[config.mk]
export PLATFORM = sky130hd
export DESIGN_NAME = learning_note_fetch
export DESIGN_NICKNAME = d
export VERILOG_FILES = /design/src/rtl/learning_pkg.sv /design/src/rtl/learning_song_rom.sv /design/src/rtl/learning_note_fetch.sv
export SDC_FILE = /design/constraint.sdc
export NUM_CORES = 1
export LEC_CHECK = 0
export ABC_AREA = 1
export CORE_ASPECT_RATIO = 1.4
export CORE_MARGIN = 1.5
export CORE_UTILIZATION = 63
export DETAILED_ROUTE_END_ITERATION = 8
export DONT_BUFFER_PORTS = 1
export PLACE_DENSITY = 0.79
export SYNTH_ARGS = -nofsm -noshare
export SYNTH_HDL_FRONTEND = slang
export SYNTH_SLANG_ARGS = --single-unit
export TNS_END_PERCENT = 30
[constraint.sdc]
create_clock -name clk -period 3.2 [get_ports clk]
set_input_delay 0.96 -clock clk [delete_from_list [all_inputs] [get_ports clk]]
set_output_delay 0.96 -clock clk [all_outputs]
set_load 0.005 [all_outputs]
[src/rtl/learning_pkg.sv]
// Shared types and constants for the learning-mode note fetch path.
package learning_pkg;

    localparam logic [3:0] NOTE_REST = 4'h0;
    localparam logic [3:0] NOTE_END  = 4'hF;

    localparam int unsigned DUR_W = 26;
    localparam int unsigned LOC_W = 5;
    localparam logic [2:0]  DCODE_MAX = 3'd5;
    localparam logic [DUR_W-1:0] DUR_MAX = 26'h3FF_FFFF;

    typedef enum logic [2:0] {
        S_IDLE  = 3'd0,
        S_FETCH = 3'd1,
        S_LOAD  = 3'd2,
        S_HOLD  = 3'd3,
        S_DONE  = 3'd4
    } fetch_state_e;

    // Code 0 behaves as one unit; codes above DCODE_MAX would overflow 26 bits.
    function automatic logic [2:0] dcode_clip(input logic [2:0] d);
        logic [2:0] r;
        if (d == 3'd0) begin
            r = 3'd1;
        end else if (d > DCODE_MAX) begin
            r = DCODE_MAX;
        end else begin
            r = d;
        end
        return r;
    endfunction

    function automatic logic [DUR_W-1:0] sat_dur(input logic [32:0] v);
        logic [DUR_W-1:0] r;
        if (v > {7'd0, DUR_MAX}) begin
            r = DUR_MAX;
        end else begin
            r = v[DUR_W-1:0];
        end
        return r;
    endfunction

endpackage

[src/rtl/learning_song_rom.sv]
// Song ROM: 4 songs x 32 entries of {note[3:0], dcode[2:0]}, one-cycle read latency.
module learning_song_rom
    import learning_pkg::*;
(
    input  logic       clk,
    input  logic [6:0] addr_i,
    output logic [6:0] data_o
);

    logic [6:0] rom_s;
    logic [6:0] data_q;

    // Song table; every unlisted entry is the end marker.
    always_comb begin
        rom_s = {NOTE_END, 3'd0};
        case (addr_i)
            7'd0:    rom_s = {4'd1,  3'd2};
            7'd1:    rom_s = {4'd3,  3'd0};
            7'd2:    rom_s = {4'd5,  3'd7};
            7'd3:    rom_s = {NOTE_REST, 3'd4};
            7'd4:    rom_s = {4'd8,  3'd5};
            7'd5:    rom_s = {4'd14, 3'd1};
            7'd32:   rom_s = {4'd2,  3'd3};
            7'd33:   rom_s = {4'd7,  3'd6};
            7'd64:   rom_s = {4'd12, 3'd1};
            7'd65:   rom_s = {4'd10, 3'd2};
            default: rom_s = {NOTE_END, 3'd0};
        endcase
    end

    // Registered read port.
    always_ff @(posedge clk) begin
        data_q <= rom_s;
    end

    assign data_o = data_q;

endmodule

[src/rtl/learning_note_fetch.sv]
// Fetches note/duration for the requested song location and holds them with a valid flag.
// Optional tempo scaling input enabled by defining LEARNING_TEMPO_SCALE_EN.
module learning_note_fetch
    import learning_pkg::*;
#(
    parameter int unsigned DUR_UNIT = 12_500_000,
    parameter int unsigned SONG_CNT = 3
) (
    input  logic             clk,
    input  logic             rst,
    input  logic [1:0]       song_select,
    input  logic [LOC_W-1:0] location,
`ifdef LEARNING_TEMPO_SCALE_EN
    input  logic [1:0]       tempo,
`endif
    output logic [3:0]       note_value,
    output logic [DUR_W-1:0] duration_value,
    output logic             isvalid,
    output logic             song_done
);

    logic [1:0]       tempo_s;
    logic [8:0]       req_s;
    logic [8:0]       req_q;
    logic [8:0]       addr_q;
    logic             change_s;
    fetch_state_e     state_q, state_d;
    logic [1:0]       song_eff_s;
    logic [6:0]       rom_data_s;
    logic [3:0]       rom_note_s;
    logic [31:0]      prod_s;
    logic [32:0]      scaled_s;
    logic [DUR_W-1:0] dur_s;
    logic [3:0]       note_q, note_d;
    logic [DUR_W-1:0] dur_q, dur_d;
    logic             valid_q, valid_d;
    logic             done_q, done_d;

`ifdef LEARNING_TEMPO_SCALE_EN
    assign tempo_s = tempo;
`else
    assign tempo_s = 2'd0;
`endif

    assign req_s    = {tempo_s, song_select, location};
    assign change_s = (req_q != addr_q);

    // Request sample stage; it also tracks inputs during reset so the first fetch uses them.
    always_ff @(posedge clk) begin
        req_q <= req_s;
    end

    // State register plus the address of the fetch in flight.
    always_ff @(posedge clk) begin
        if (rst) begin
            state_q <= S_IDLE;
            addr_q  <= 9'd0;
        end else begin
            state_q <= state_d;
            if (state_d == S_FETCH) begin
                addr_q <= req_q;
            end else begin
                addr_q <= addr_q;
            end
        end
    end

    // Next-state logic: any pending change restarts the fetch with the newest request.
    always_comb begin
        state_d = state_q;
        case (state_q)
            S_IDLE:  state_d = S_FETCH;
            S_FETCH: state_d = change_s ? S_FETCH : S_LOAD;
            S_LOAD: begin
                if (change_s) begin
                    state_d = S_FETCH;
                end else if (rom_note_s == NOTE_END) begin
                    state_d = S_DONE;
                end else begin
                    state_d = S_HOLD;
                end
            end
            S_HOLD, S_DONE: state_d = change_s ? S_FETCH : state_q;
            default: state_d = S_IDLE;
        endcase
    end

    always_comb begin
        if ({30'd0, addr_q[6:5]} < SONG_CNT) begin
            song_eff_s = addr_q[6:5];
        end else begin
            song_eff_s = 2'd0;
        end
    end

    learning_song_rom u_rom (
        .clk    (clk),
        .addr_i ({song_eff_s, addr_q[4:0]}),
        .data_o (rom_data_s)
    );

    assign rom_note_s = rom_data_s[6:3];

    // Duration decode and tempo scaling of the word being loaded.
    always_comb begin
        prod_s = 32'(dcode_clip(rom_data_s[2:0])) * DUR_UNIT;
`ifdef LEARNING_TEMPO_SCALE_EN
        case (addr_q[8:7])
            2'd1:    scaled_s = {prod_s, 1'b0};
            2'd2:    scaled_s = {2'b00, prod_s[31:1]};
            default: scaled_s = {1'b0, prod_s};
        endcase
`else
        scaled_s = {1'b0, prod_s};
`endif
        dur_s = sat_dur(scaled_s);
    end

    // Output next-values; valid/done drop as soon as a new fetch is pending.
    always_comb begin
        note_d  = note_q;
        dur_d   = dur_q;
        valid_d = valid_q;
        done_d  = done_q;
        case (state_q)
            S_LOAD: begin
                if (change_s) begin
                    valid_d = 1'b0;
                    done_d  = 1'b0;
                end else if (rom_note_s == NOTE_END) begin
                    note_d  = NOTE_REST;
                    dur_d   = 26'd0;
                    valid_d = 1'b0;
                    done_d  = 1'b1;
                end else begin
                    note_d  = rom_note_s;
                    dur_d   = dur_s;
                    valid_d = 1'b1;
                    done_d  = 1'b0;
                end
            end
            S_HOLD, S_DONE: begin
                if (change_s) begin
                    valid_d = 1'b0;
                    done_d  = 1'b0;
                end else begin
                    valid_d = valid_q;
                    done_d  = done_q;
                end
            end
            default: begin
                valid_d = 1'b0;
                done_d  = 1'b0;
            end
        endcase
    end

    // Output registers.
    always_ff @(posedge clk) begin
        if (rst) begin
            note_q  <= 4'd0;
            dur_q   <= 26'd0;
            valid_q <= 1'b0;
            done_q  <= 1'b0;
        end else begin
            note_q  <= note_d;
            dur_q   <= dur_d;
            valid_q <= valid_d;
            done_q  <= done_d;
        end
    end

    assign note_value     = note_q;
    assign duration_value = dur_q;
    assign isvalid        = valid_q;
    assign song_done      = done_q;

endmodule

==> impl_metrics.toml <==
[status]
status = "finished, violations left"
violations = "design-rule violations"

[global_route]
gr-usage-all-layers_pct = 24.1
grt_pass1_vias = 2098
grt_overflow = 0
grt_pass1_wl_mm = 8.66
grt_max_degree = 27
antenna_found_initial = 0

[sta]
clock_skew_ps = 6.07
max_freq_mhz = 333
fin_crit_ps = 3000
slew_violations = 0
setup_tns_ps = 0
finalCritPeriodShare_pct = 93.8
hold_viol = 0
tightest_slew_ps = 583
relSlewSlack_pct = 61.1
report.final.setup_viol = 0

[layout]
drive_gt1_share_pct = 9.81
nets = 385
n_fill_cell = 343
mostFrequentLayoutCell = "nand2_1"
final_cell_mix = "nand2_1 (110), dfxtp_1 (47), inv_1 (39)"
area.growth.synth_to_final_pct = 2.56
diodes = 0
final_cells = 410

[yosys]
ys_ff_latch = 48
synth_top_area_share_pct = 36.4
synth_cell_types = 36
syn_nets = 394
avgSynthCellArea_um2 = 7.04
ys_warn_count = 0
ys_seq_area_share_pct = 36.4
synth_area_leader_cell = "dfxtp_1"
synth_area_leaders = "dfxtp_1 (36%), nand2_1 (16%), a21oi_1 (6.4%)"
netlist_instances = 375
synth_area_um2 = 2640

[worst_setup_path]
endpoint_kind = "flop"
crit_path_start_kind = "flop"
r2r_cells = 16
critPathLaunch = "u_rom.data_o[2]"
rrSetupSlack_ps = 200
crit_type = "flop to flop"
worst-path-max-fanout = 6
rr_endpoint = "duration_value[25]"
critPathRequiredTime_ps = 3400
crit_arrival_ps = 3200
reg2reg_from = "u_rom.data_o[2]"

[place]
dp_cells = 402
gp_congestion = 0.980
hpwl_mm = 3.95
io_buffer_count = 0

[drt]
vias = 2284
finalWirelength_mm = 5.21
drc = 3
avgRoutedWirePerCell_um = 12.7
via_per_inst = 5.57
dr.pass1.iters = 6
ant_nets = 0
drt_iter0_drc = 124

[worst_hold_path]
min_path_cells = 2
hp-start = "u_rom.data_o[4]"
hold_class = "flop to flop"
holdPathEnd = "note_value[1]"

[die]
core_um2 = 3990
floorplan.initialDensity_pct = 66.2
num_rows = 27
die_area_um2 = 4590
die_w_um = 57.7
io_pins = 41
die-height_um = 79.6

[power_and_ir_drop]
vdd_drop_max_uv = 348
p_leak_nw = 1.31
power.density_nw_per_um2 = 583

[cts]
htreeDepth = 2
cts_sinks = 48
numCtsBuffers = 5
clk_transition_reported_paths_ps = 80
post_cts_buffers = 0
cts_tree = "yes"
clockBufferDepth = 2
cts_root_buffer = "clkbuf_8"
clk_latency_ps = 300

[run]
drv_cap = 0
## layer usage
layer  vias to the layer above  track usage, %  share of wire (%)
met5                         -               0                  0
li1                       1174               -                  -
met1                      1036            23.9                 38
met4                         0            15.3                3.6
met3                        14            4.38                3.8
met2                        60            44.7                 54
## repair_timing
action,in CTS,in global routing
hold buffers,0,0
endpoints found under the setup margin,0,7
gates resized for setup,0,4
## Yosys cell counts, drive strengths merged
library cell,n
fa,3
xor2,3
o211ai,3
nand2,115
nor3,6
o2111ai,1
a211oi,1
ha,7
o21ai,6
inv,44
clkbuf,4
o21bai,2
nor2,40
nor4,1
xnor2,1
a21oi,34
nand4,7
a31oi,5
dfxtp,48
clkinv,1
a21o,1
buf,14
nand3,28
## registers in the layout, summed over array words and instances (netlist names)
name            cells
song_done           1
isvalid             1
state_q             3
u_rom.data_o        7
addr_q              7
duration_value     18
note_value          4
req_q               7
## logic make-up (layout without fill, tap and decap cells)
| logic type | Yosys count | count (layout) | share of synthesized area, % |
|---|---|---|---|
| and+or+nand+nor | 197 | 197 | 34.5 |
| buffers and inverters | 63 | 55 | 11.1 |
| AOI/OAI and AO/OA | 53 | 53 | 11.1 |
| DFF | 48 | 48 | 36.4 |
| adders and majority gates | 10 | 10 | 5.59 |
| xor gates and xnor gates | 4 | 4 | 1.33 |
## how the worst max path moves through the flow
stage | cells past startpoint | endpoint
floorplan | 16 | duration_value[25]
detailed placement | 16 | duration_value[25]
global placement | 16 | duration_value[25]
finish | 16 | duration_value[25]
global route | 16 | duration_value[25]
CTS | 16 | duration_value[25]
## stage by stage
step	worst slack (ps)	power, mW	cell area (um2)	util (%)	hold WS (ps)
2_1_floorplan	430	1.04	2640	-	439
3_3_place_gp	198	1.15	2580	64.8	442
3_5_place_dp	40.5	1.15	2580	64.8	449
4_1_cts	27.4	1.58	2700	67.6	459
5_1_grt	-0.159	1.69	2710	67.9	477
6_report	199	1.58	2710	67.9	455
## where the power goes
| part | switching (mW) | leakage [nW] | internal [mW] | total (mW) |
|---|---|---|---|---|
| clock network | 0.196 | 0.0541 | 0.231 | 0.427 |
| logic | 0.317 | 0.861 | 0.175 | 0.492 |
| registers | 0.0279 | 0.394 | 0.632 | 0.660 |
## worst max-delay path, cell delays in order, from the launching register on
cell	delay [ps]
dfxtp_2	400
inv_1	140
nor2_2	190
a21oi_1	110
fa_1	510
inv_1	80
ha_1	250
fa_1	420
o21bai_1	170
inv_1	90
nor2_1	60
a21oi_2	160
nand2_1	70
nand2_1	60
nand2_1	50
a21oi_1	110
nor2_1	50
## area by class of cell
cell class	instances	area (um2)	area share (%)
clock buffers	5	68.8	2.54
clock inverters	3	42.5	1.57
inverters	45	169	6.24
multi-input cells	264	1400	51.6
flip-flops and latches	48	962	35.5
well taps	43	53.8	1.99
repair buffers	2	15.0	0.555
Power figures use the tool's default switching activity.
